**src/rtl/add_sub_shf_pipe.sv**
```systemverilog
// Pipelined bidirectional barrel shifter (left / logical right / arithmetic right) with a sticky
// output for mantissa alignment and an elastic valid/ready pipeline of PIPE_STAGES registers.
module add_sub_shf_pipe #(
   parameter int SIZE_DATA   = 32,
   parameter int SIZE_SHIFT  = 5,
   parameter int PIPE_STAGES = 2
) (
   input  logic                  i_clk,
   input  logic                  i_rst_n,
   input  logic                  i_flush,
   input  logic                  i_valid,
   output logic                  o_ready,
   input  logic                  i_dir,
   input  logic                  i_arith,
   input  logic [SIZE_SHIFT-1:0] i_shift_number,
   input  logic [SIZE_DATA-1:0]  i_data,
   output logic                  o_valid,
   input  logic                  i_ready,
   output logic [SIZE_DATA-1:0]  o_data,
   output logic                  o_sticky
);

   localparam int BPS  = (SIZE_SHIFT + PIPE_STAGES - 1) / PIPE_STAGES;
   localparam int LAST = PIPE_STAGES - 1;

   logic                  vld_p    [PIPE_STAGES];
   logic [SIZE_DATA-1:0]  data_p   [PIPE_STAGES];
   logic                  sticky_p [PIPE_STAGES];
   logic                  dir_p    [PIPE_STAGES];
   logic                  arith_p  [PIPE_STAGES];
   logic                  sign_p   [PIPE_STAGES];
   logic [SIZE_SHIFT-1:0] shift_p  [PIPE_STAGES];

   logic                  vin_n    [PIPE_STAGES];
   logic [SIZE_DATA-1:0]  data_n   [PIPE_STAGES];
   logic                  sticky_n [PIPE_STAGES];
   logic                  dir_n    [PIPE_STAGES];
   logic                  arith_n  [PIPE_STAGES];
   logic                  sign_n   [PIPE_STAGES];
   logic [SIZE_SHIFT-1:0] shift_n  [PIPE_STAGES];
   logic                  adv      [PIPE_STAGES];

   // One power-of-two step; returns {sticky, data}. Steps as wide as the word flush it to fill.
   function automatic logic [SIZE_DATA:0] shift_step(input logic [SIZE_DATA-1:0] d,
                                                     input logic st, input logic dir,
                                                     input logic fill, input int k);
      logic [SIZE_DATA-1:0] ones;
      logic [SIZE_DATA-1:0] fillv;
      logic [SIZE_DATA-1:0] r;
      logic                 s;
      int                   amt;
      ones  = '1;
      fillv = {SIZE_DATA{fill}};
      if (k >= 30 || (32'sd1 << k) >= SIZE_DATA) begin
         r = fillv;
         s = st | (dir & (|d));
      end else begin
         amt = 32'sd1 << k;
         if (dir) begin
            r = (d >> amt) | (fillv << (SIZE_DATA - amt));
            s = st | (|(d & ~(ones << amt)));
         end else begin
            r = d << amt;
            s = st;
         end
      end
      return {s, r};
   endfunction

   // A stage can take new contents when it, or any stage after it, is empty, or the sink is ready.
   always_comb begin
      logic chain;
      chain = i_ready;
      for (int s = LAST; s >= 0; s--) begin
         chain  = chain || !vld_p[s];
         adv[s] = chain;
      end
   end

   always_comb begin
      logic [SIZE_DATA-1:0]  cd;
      logic [SIZE_SHIFT-1:0] csh;
      logic [SIZE_DATA:0]    res;
      logic                  cs;
      logic                  cdir;
      logic                  car;
      logic                  csg;
      int                    p;
      cd  = '0;
      csh = '0;
      res = '0;
      cs  = 1'b0;
      cdir = 1'b0;
      car  = 1'b0;
      csg  = 1'b0;
      p    = 0;
      for (int s = 0; s < PIPE_STAGES; s++) begin
         p = (s == 0) ? 0 : s - 1;
         if (s == 0) begin
            vin_n[s] = i_valid;
            cd   = i_data;
            cs   = 1'b0;
            cdir = i_dir;
            car  = i_arith;
            csg  = i_data[SIZE_DATA-1];
            csh  = i_shift_number;
         end else begin
            vin_n[s] = vld_p[p];
            cd   = data_p[p];
            cs   = sticky_p[p];
            cdir = dir_p[p];
            car  = arith_p[p];
            csg  = sign_p[p];
            csh  = shift_p[p];
         end
         for (int k = 0; k < SIZE_SHIFT; k++) begin
            if ((k / BPS) == s && csh[k]) begin
               res = shift_step(cd, cs, cdir, cdir & car & csg, k);
               cd  = res[SIZE_DATA-1:0];
               cs  = res[SIZE_DATA];
            end
         end
         data_n[s]   = cd;
         sticky_n[s] = cs;
         dir_n[s]    = cdir;
         arith_n[s]  = car;
         sign_n[s]   = csg;
         shift_n[s]  = csh;
      end
   end

   // Stage registers: payload only moves when a valid item moves in, so stalled outputs stay put.
   always_ff @(posedge i_clk or negedge i_rst_n) begin
      if (!i_rst_n) begin
         for (int s = 0; s < PIPE_STAGES; s++) begin
            vld_p[s]    <= 1'b0;
            data_p[s]   <= '0;
            sticky_p[s] <= 1'b0;
            dir_p[s]    <= 1'b0;
            arith_p[s]  <= 1'b0;
            sign_p[s]   <= 1'b0;
            shift_p[s]  <= '0;
         end
      end else begin
         for (int s = 0; s < PIPE_STAGES; s++) begin
            if (i_flush)
               vld_p[s] <= 1'b0;
            else if (adv[s])
               vld_p[s] <= vin_n[s];
            if (adv[s] && vin_n[s]) begin
               data_p[s]   <= data_n[s];
               sticky_p[s] <= sticky_n[s];
               dir_p[s]    <= dir_n[s];
               arith_p[s]  <= arith_n[s];
               sign_p[s]   <= sign_n[s];
               shift_p[s]  <= shift_n[s];
            end
         end
      end
   end

   assign o_ready  = adv[0];
   assign o_valid  = vld_p[LAST];
   assign o_data   = data_p[LAST];
   assign o_sticky = sticky_p[LAST];

endmodule

```
**config.mk**
```make
export PLATFORM = sky130hd
export DESIGN_NAME = add_sub_shf_pipe
export DESIGN_NICKNAME = d
export VERILOG_FILES = /design/src/rtl/add_sub_shf_pipe.sv
export SDC_FILE = /design/constraint.sdc
export NUM_CORES = 1
export LEC_CHECK = 0
export ABC_AREA = 1
export CELL_PAD_IN_SITES_DETAIL_PLACEMENT = 0
export CELL_PAD_IN_SITES_GLOBAL_PLACEMENT = 1
export CORE_MARGIN = 3
export CORE_UTILIZATION = 30
export CTS_CLUSTER_SIZE = 30
export DETAILED_ROUTE_END_ITERATION = 8
export PLACE_DENSITY = 0.76
export SETUP_SLACK_MARGIN = 0.2
export SKIP_LAST_GASP = 1
export SLEW_MARGIN = 30
export SYNTH_ARGS = -nofsm -noshare
export SYNTH_HDL_FRONTEND = slang
export SYNTH_SLANG_ARGS = --single-unit
```
**constraint.sdc**
```tcl
create_clock -name i_clk -period 2.3 [get_ports i_clk]
set_input_delay 0.345 -clock i_clk [delete_from_list [all_inputs] [get_ports i_clk]]
set_output_delay 0.345 -clock i_clk [all_outputs]
set_load 0.05 [all_outputs]
```
# Word level (Yosys, flattened, before mapping)
# Cells that the tools add are included.
# totals
word_cells	59
out_inout_bits	35
register_bits	76
inputBits	44
latch_bits	0
ramBits	0
memories	0
romBits	0
# op_classes
mul	0
muxes	24
n_bitwise	13
addsub	0
shifts	0
n_eq_ne	0
reduce_logical	12
order_cmp	0
div	0
# ops
op	count
$mux W32	10
$or A16 B32 Y32	1
$or A24 B32 Y32	1
$or A28 B32 Y32	1
$or A30 B32 Y32	1
$or A31 B32 Y32	1
$reduce_or A16 Y1	1
$mux W1	14
$reduce_or A8 Y1	1
$and A1 B1 Y1	4
$or A1 B1 Y1	4
$reduce_bool A2 Y1	2
$reduce_or A4 Y1	1
$logic_and A1 B1 Y1	2
$logic_not A1 Y1	2
$logic_or A1 B1 Y1	2
$reduce_or A2 Y1	1

# Depth between registers and ports, before layout
# Gate-level depths: netlist of run 1.
# logic_depth
ltp_word	12
depth_mapped	11
mapped_depth_nobuf	10

# Worst setup path before layout of run 1
# Ideal clock, no wire load.
# synth_path
kind	register to register
start	reg vld_p (netlist bit o_valid)
end	reg data_p[59] in the netlist's numbering
required_ns	2.177
stages_incl_launch_ff	7
t_arrival_ns	1.967
n_path_buf	1
synth_period_minus_slack_ns	2.090
setup_ns	0.123
setup_slack_ns	0.210
path_cell_list	dfrtp_1 > nand3_1 > nand2_1 > inv_2 > buf_1 > nor2_1 > a21oi_2
# synth_between
elab_chain_cells	4
# synth_rtl
item	line	text
start, declared	26	logic vld_p [PIPE_STAGES];
start signal, assigned by index	149	vld_p[s] <= vin_n[s];
$logic_not A1 Y1	75	chain = chain || !vld_p[s];
$logic_or A1 B1 Y1 (2 in a row)	75	
named net o_ready	12	output logic o_ready,
$logic_and A1 B1 Y1	150	if (adv[s] && vin_n[s]) begin
end signal, assigned by index	151	data_p[s] <= data_n[s];
end, declared	27	logic [SIZE_DATA-1:0] data_p [PIPE_STAGES];
# The timed path passes the listed nets, and every way through them passes these cells.
# A chain may end at the register's enable or synchronous reset.

# Worst setup path after layout of run 1
# layout_path
start	reg dir_p (netlist bit dir_n[0])
end	reg data_p (netlist bit o_data[17])
# layout_between
elab_chain_cells	5
word_cells_on_any_way	7
cone_classes	mux (4); bitwise (3)
# layout_rtl
item	line	text
start, declared	29	logic dir_p [PIPE_STAGES];
start signal, assigned by index	153	dir_p[s] <= dir_n[s];
$and A1 B1 Y1 (2 in a row)	118	res = shift_step(cd, cs, cdir, cdir & car & csg, k);
$or A16 B32 Y32	60	r = (d >> amt) | (fillv << (SIZE_DATA - amt));
$mux W32	59	if (dir) begin
$mux W32 *	117	if ((k / BPS) == s && csh[k]) begin
# Every way passes the cells marked *; elsewhere a longest branch is shown, timed or not.

==> results of run 1 <==
-- synthesized netlist by cell type --
| cell | number |
|---|---|
| a21oi_1 | 63 |
| a21oi_2 | 1 |
| a22oi_1 | 2 |
| a31oi_1 | 6 |
| and2_1 | 1 |
| buf_1 | 3 |
| buf_2 | 22 |
| buf_4 | 40 |
| buf_6 | 8 |
| clkbuf_1 | 16 |
| clkbuf_2 | 3 |
| clkinv_1 | 2 |
| dfrtp_1 | 73 |
| inv_1 | 34 |
| inv_2 | 4 |
| nand2_1 | 295 |
| nand2_2 | 1 |
| nand3_1 | 184 |
| nand4_1 | 1 |
| nor2_1 | 62 |
| nor2_2 | 1 |
| nor3_1 | 1 |
| o211ai_1 | 8 |
| o21ai_0 | 63 |
| o21ai_1 | 20 |
| or2_1 | 4 |
| or2_2 | 25 |
-- flip-flops by register name, indices dropped and copies added (netlist names) --
signal	count
data_p	32
o_data	32
shift_n	2
arith_n	1
dir_n	1
o_sticky	1
o_valid	1
sign_n	1
sticky_p	1
vin_n	1
-- power breakdown --
group / total, µW / switching (µW) / leakage, µW / internal, µW
clock network: 1380 / 532 / 0.000144 / 851
logic: 2030 / 1350 / 0.00213 / 676
registers: 1670 / 161 / 0.000885 / 1510
-- layer usage --
metal / vias to the layer above / part of all wire [%] / GRT usage, % / wire length, µm
met4: 0 / 1.7 / 5.41 / 325
met1: 2921 / 49 / 26.7 / 9400
met3: 21 / 5.3 / 2.58 / 1000
li1: 3141 / - / - / -
met5: - / 0 / 0 / 0
met2: 209 / 44 / 26.7 / 8330
-- cells in the final DEF, fill, tap and decap left out --
cell type          n
nor2_2             1
clkinvlp_2         1
nand4_1            1
nand3_1          184
clkdlybuf4s50_1   76
o21ai_0           63
inv_2              4
clkbuf_8           1
clkinvlp_4         1
clkinv_1           2
o21ai_1           20
clkbuf_16          9
nor2_1            62
clkinv_2           3
a21oi_2            1
and2_1             1
nand2_2            1
a22oi_1            2
buf_4             20
nand2_1          295
dfrtp_1           73
bufinv_16          1
a21oi_1           63
or2_2             25
o211ai_1           8
inv_1             33
a31oi_1            6
or2_1              4
buf_12             9
nor3_1             1
-- final timing paths --
path	slack, ns	cells past startpoint	from	endpoint
min in group i_clk	0.47	2	o_data[27]	o_data[27]
max in group asynchronous	1.73	2	i_rst_n	data_p[51]
min reg2reg	0.47	2	o_data[27]	o_data[27]
max	0.25	6	dir_n[0]	o_data[17]
max reg2reg	0.25	6	dir_n[0]	o_data[17]
min	-0.02	1	i_rst_n	o_data[28]
-- through the flow --
step / power [µW] / cells / cell area [µm²] / util [%]
floorplan: 3160 / 943 / 5890 / -
global placement: 3700 / 1216 / 6720 / 35.3
detailed placement: 3700 / 1216 / 6720 / 35.3
CTS: 5090 / 1230 / 7000 / 36.8
global route: 5360 / 1231 / 7010 / 36.9
finish: 5080 / 1231 / 7010 / 36.9
-- kinds of logic after synthesis --
logic type	share of synthesized area [%]
flops	31.0
buf+inv	12.5
simple gates	42.0
compound gates	14.5
-- cell type report --
cell class | count | area (µm²) | area share (%)
timing repair buffer | 105 | 1090 | 15.6
sequential | 73 | 1830 | 26.1
inverter | 40 | 154 | 2.20
tap | 260 | 325 | 4.64
clock buffer | 10 | 239 | 3.41
multi-input combinational | 738 | 3320 | 47.4
clock inverter | 4 | 45.0 | 0.643
timing repair inverter | 1 | 5.00 | 0.0714
-- timing repair --
action | CTS | global route
setup endpoints to repair | 0 | 3
buffers inserted | 0 | 0
gates resized for setup | 0 | 1
==> summary.md, run 1 <==
| Metric | Value |
|---|---|
| Worst-margin pin slew | 0.610 ns |
| CP endpoint kind | flip-flop |
| Routed vias/inst | 5.11 |
| Setup TNS | 0 ns |
| Cell type with the largest total area after synthesis | dfrtp_1 |
| Unrepaired setup endpoints after global routing | true |
| Failing checks | hold timing |
| Die X | 146 µm |
| Clock skew | 0.00789 ns |
| First-pass GRT wire length | 31,100 µm |
| Outcome | complete, but fails checks |
| Fin. max-slew vios | 0 |
| Mapped Cells | 943 |
| Clk sinks | 73 |
| Clock-pin slew on the worst setup and hold paths | 0.06 ns |
| DRT iter0 DRCs | 466 |
| Nets | 1,012 |
| Cell mode on critical path | o21ai_0 |
| Worst slack, placed | 0.133 ns |
| Hold WC Path Type | input port to async pin |
| CP Max Fanout | 14 |
| Mapped Nets | 987 |
| Unique masters post-synth | 27 |
| Critical Path AT | 2.30 ns |
| Antenna violations before repair | 0 |
| H-tree depth | 3 |
| Max-capacitance violation count | 0 |
| Maximum vdd drop | 0.391 mV |
| Pin count of the biggest net entering global routing | 63 |
| CTS tree | yes |
| Die Span Y | 146 µm |
| Port-buffer cells | 78 |
| Leak | 0.00316 µW |
| DRC viols | 0 |
| Post-DP HPWL | 14,100 µm |
| Post-layout min period | 2.05 ns |
| Max_slew headroom | 58.9% |
| Total GRT Usage | 17.9% |
| Top post-synthesis cells by area | dfrtp_1 31%, nand2_1 19%, nand3_1 16% |
| Final ANT Viol Nets | 0 |
| Cts hold-fix bufs | 0 |
| Top delay family on crit path | compound AO/OA/AOI/OAI gates |
| Critical path, cell by cell | clkinvlp_2, a21oi_1, o21ai_0, o21ai_0, o21ai_0, o21ai_0 |
| Syn_area_per_cell | 6.24 µm² |
| Initial Util | 31.0% |
| Die area | 0.0213 mm² |
| Rows | 50 |
| Final worst setup slack | 0.250 ns |
| DR WL/cell | 15.5 µm |
| DRT Pass-1 Iters | 5 |
| Area Growth Syn to Fin | 19.1% |
| DRT Wirelength | 19,100 µm |
| Fill cell count | 2,128 |
| Io pins | 79 |
| Mapped Area | 0.00589 mm² |
| Yosys top cell area share | 31.0% |
| CP bufs+invs | 1 |
| Yosys reg bits | 73 |
| Final Hold Fails | 32 |
| Crit path kind | flip-flop to flip-flop |
| Fmax | 0.488 GHz |
| Final setup viols | 0 |
| Clk_lat worst skew | 0.34 ns |
| Total CTS buffers | 9 |
| Vias | 6,292 |
| Clock tree buffer depth | 2 |
| YS warnings | 0 |
| Part of the cycle the worst path needs | 89.2% |
| Number of diodes | 0 |
| Post-synthesis sequential area ratio | 31.0% |
| GPL Wtd Cong | 0.907 |
| Gr ovfl total | 0 |
| Share of post-route cells with drive strength above 1 | 7.93% |
| Core area | 0.0190 mm² |
| Fin Hold WS | -0.0168 ns |
| Slowest CP cell | clkinvlp_2 |
| Clk root buf | clkbuf_16 |
| Power density over the cells | 724 mW/mm² |
| CP peak stage delay | 0.53 ns |
| Vias in the first global route | 5,898 |
| CP required | 2.55 ns |
| Critical Path Source Type | flip-flop |
(Power assumes the default switching activity.)
==> run 2, diff against run 1 <==
GPL_TIMING_DRIVEN = 0   (was unset)
PLACE_DENSITY = 0.78   (was 0.76)
SLEW_MARGIN = 20   (was 30)
clock period = 1.76 ns   (was 2.3 ns; I/O delays follow)
==> summary.md, run 2 (synthesis results as in run 1) <==
| Metric | Value |
|---|---|
| Switch share | 39.6% (-0.69 points) |
| Int Pwr | 4480 µW (+48%) |
| CP bufs+invs | 3 (+2) |
| Core area | 0.0190 mm² (unchanged) |
| Die X | 146 µm (unchanged) |
| Clk sinks | 73 (unchanged) |
| Top delay family on crit path | simple AND/OR/NAND/NOR gates |
| Clock-pin slew on the worst setup and hold paths | 0.06 ns (about the same) |
| CP Max Fanout | 7 (-7) |
| Final ANT Viol Nets | 0 (unchanged) |
| Post-route cell area | 0.00788 mm² (+12%) |
| Vias in the first global route | 6,508 (+10%) |
| Worst path depth | 11 (+5) |
| CTS tree | yes |
| Area Growth Syn to Fin | 33.8% |
| Worst-margin pin slew | 0.489 ns (-0.121 ns) |
| R2R cell count | 11 (+5) |
| Post-DP HPWL | 16,700 µm (+18%) |
| R2r setup slk | 0.22 ns (-0.03 ns) |
| Clock skew | 0.00732 ns (-0.000566 ns) |
| Die Span Y | 146 µm (unchanged) |
| H-tree depth | 3 (unchanged) |
| First-pass GRT wire length | 34,900 µm (+12%) |
| GPL Wtd Cong | 0.920 (+1.5%) |
| Hold WC Path Type | input port to async pin |
| Fin Hold WS | 0.412 ns (+0.429 ns) |
| DRC viols | 0 (unchanged) |
| Outcome | finished, final reports clean |
| Leak | 0.00369 µW (+17%) |
| DRT iter0 DRCs | 563 (+21%) |
| DR WL/cell | 16.6 µm (+7.2%) |
| Routed vias/inst | 5.12 (+0.24%) |
| Share of post-route cells with drive strength above 1 | 23.3% (+15 points) |
| Critical Path Source Type | flip-flop |
| DRT Wirelength | 21,900 µm (+15%) |
| Power density over the cells | 942 mW/mm² (+30%) |
| Pin count of the biggest net entering global routing | 44 (-30%) |
| Max_slew headroom | 67.6% (+8.6 points) |
| Critical path, cell by cell | buf_6, inv_8, clkbuf_16, nand2_4, o21ai_4, nor2_1, nand2_1, nor2_2, nand3_1, nand2_1, a21oi_1 |
| Fin. max-slew vios | 0 (unchanged) |
| Sw Pwr | 2930 µW (+44%) |
| Slowest CP cell | dfrtp_1 |
| Part of the cycle the worst path needs | 87.7% (-1.5 points) |
| CP endpoint kind | flip-flop |
| Gr ovfl total | 0 (unchanged) |
| Final Hold Fails | 0 (-100%) |
| Antenna violations before repair | 0 (unchanged) |
| Logic gate share of total power | 41.9% (+2.0 points) |
| Die area | 0.0213 mm² (unchanged) |
| Total GRT Usage | 20.1% (+2.2 points) |
| Cell mode on critical path | nand2_1 |
| Vias | 6,753 (+7.3%) |
| Maximum vdd drop | 0.493 mV (+26%) |
| Most frequent cells in the layout | 279 x nand2_1, 168 x nand3_1, 72 x dfrtp_1 |
| Final setup viols | 0 (unchanged) |
| Most common cell after layout, fill and taps aside | nand2_1 |
| Fmax | 0.648 GHz (+33%) |
| Critical Path AT | 1.76 ns (-0.54 ns) |
| Total CTS buffers | 9 (unchanged) |
| Max-capacitance violation count | 0 (unchanged) |
| Fin util | 41.4% (+4.6 points) |
| Port-buffer cells | 77 (-1.3%) |
| CP required | 1.97 ns (-0.58 ns) |
| Number of diodes | 0 (unchanged) |
| Sequential group share of total power | 29.5% (-3.3 points) |
| Rows | 50 (unchanged) |
| Clock tree buffer depth | 2 (unchanged) |
| Crit path kind | flip-flop to flip-flop |
| CP peak stage delay | 0.39 ns (-0.14 ns) |
| Io pins | 79 (unchanged) |
| Clk network pwr share | 28.7% (+1.5 points) |
| Post-layout min period | 1.54 ns (-0.507 ns) |
| Initial Util | 31.0% (unchanged) |
| Clk root buf | clkbuf_16 |
| Nets | 1,097 (+8.4%) |
| DRT Pass-1 Iters | 5 (unchanged) |
| Placed cell area | 0.00702 mm² (+4.5%) |
| Clk_lat worst skew | 0.34 ns (about the same) |
| Unrepaired setup endpoints after global routing | true |
-- run 2: changes by cell type in the layout (fill, tap and decap cells not counted), moves of 16 or more --
cell / previous run / this run
buf_4: 20 / 60
clkbuf_2: 0 / 25
clkdlybuf4s15_2: 0 / 18
nand3_1: 184 / 168
nand2_1: 295 / 279
clkdlybuf4s50_1: 76 / 39
o21ai_0: 63 / 40
-- run 2: what timing repair did --
action	in CTS	in global routing
setup endpoints to repair	104	75
hold buffers	1	0
buffers inserted	2	15
cloned	1	2
resized for setup	136	115
pin swaps	0	19
endpoints found under the hold margin	30	0
-- run 2: path summary, 6_finish.rpt --
check / from / end
max reg2reg: shift_n[3] / o_sticky
min in group i_clk: o_data[31] / o_data[31]
max in group asynchronous: i_rst_n / data_p[42]
min: i_rst_n / o_data[12]
max: shift_n[3] / o_sticky
min reg2reg: o_data[31] / o_data[31]
-- run 2: power by group through the flow --
stage | combinational [µW] | sequential (µW) | clock [µW]
floorplan | 1990 | 2150 | 0
global placement | 2880 | 2190 | 0
finish | 3100 | 2190 | 2130
CTS | 2900 | 2170 | 2160
detailed placement | 2900 | 2200 | 0
global route | 3370 | 2220 | 2230
-- run 2: area by class of cell --
class / count / area, µm²
repair buffers: 99 / 927
flip-flops and latches: 73 / 1830
plain buffers: 92 / 681
fillers: 2113 / 11100
well taps: 260 / 325
clock buffers: 9 / 225
inverters: 40 / 171
clock inverters: 7 / 118
multi-input cells: 738 / 3600
-- run 2: per-stage QoR --
stage	setup WS, ns	total power (µW)	TNS, ns	std cells
2_1_floorplan	0.230	4130	0	943
3_3_place_gp	-2.44	5080	-180.32	1280
3_5_place_dp	-0.461	5100	-22.59	1281
4_1_cts	0.0909	7230	0	1301
5_1_grt	0.117	7820	0	1318
6_report	0.217	7420	0	1318
-- run 2: per-layer routing --
layer / part of all wire, % / track usage, %
met5: 0 / 0
met4: 3.6 / 9.08
met3: 5.5 / 2.42
met2: 46 / 31.9
met1: 45 / 27.4
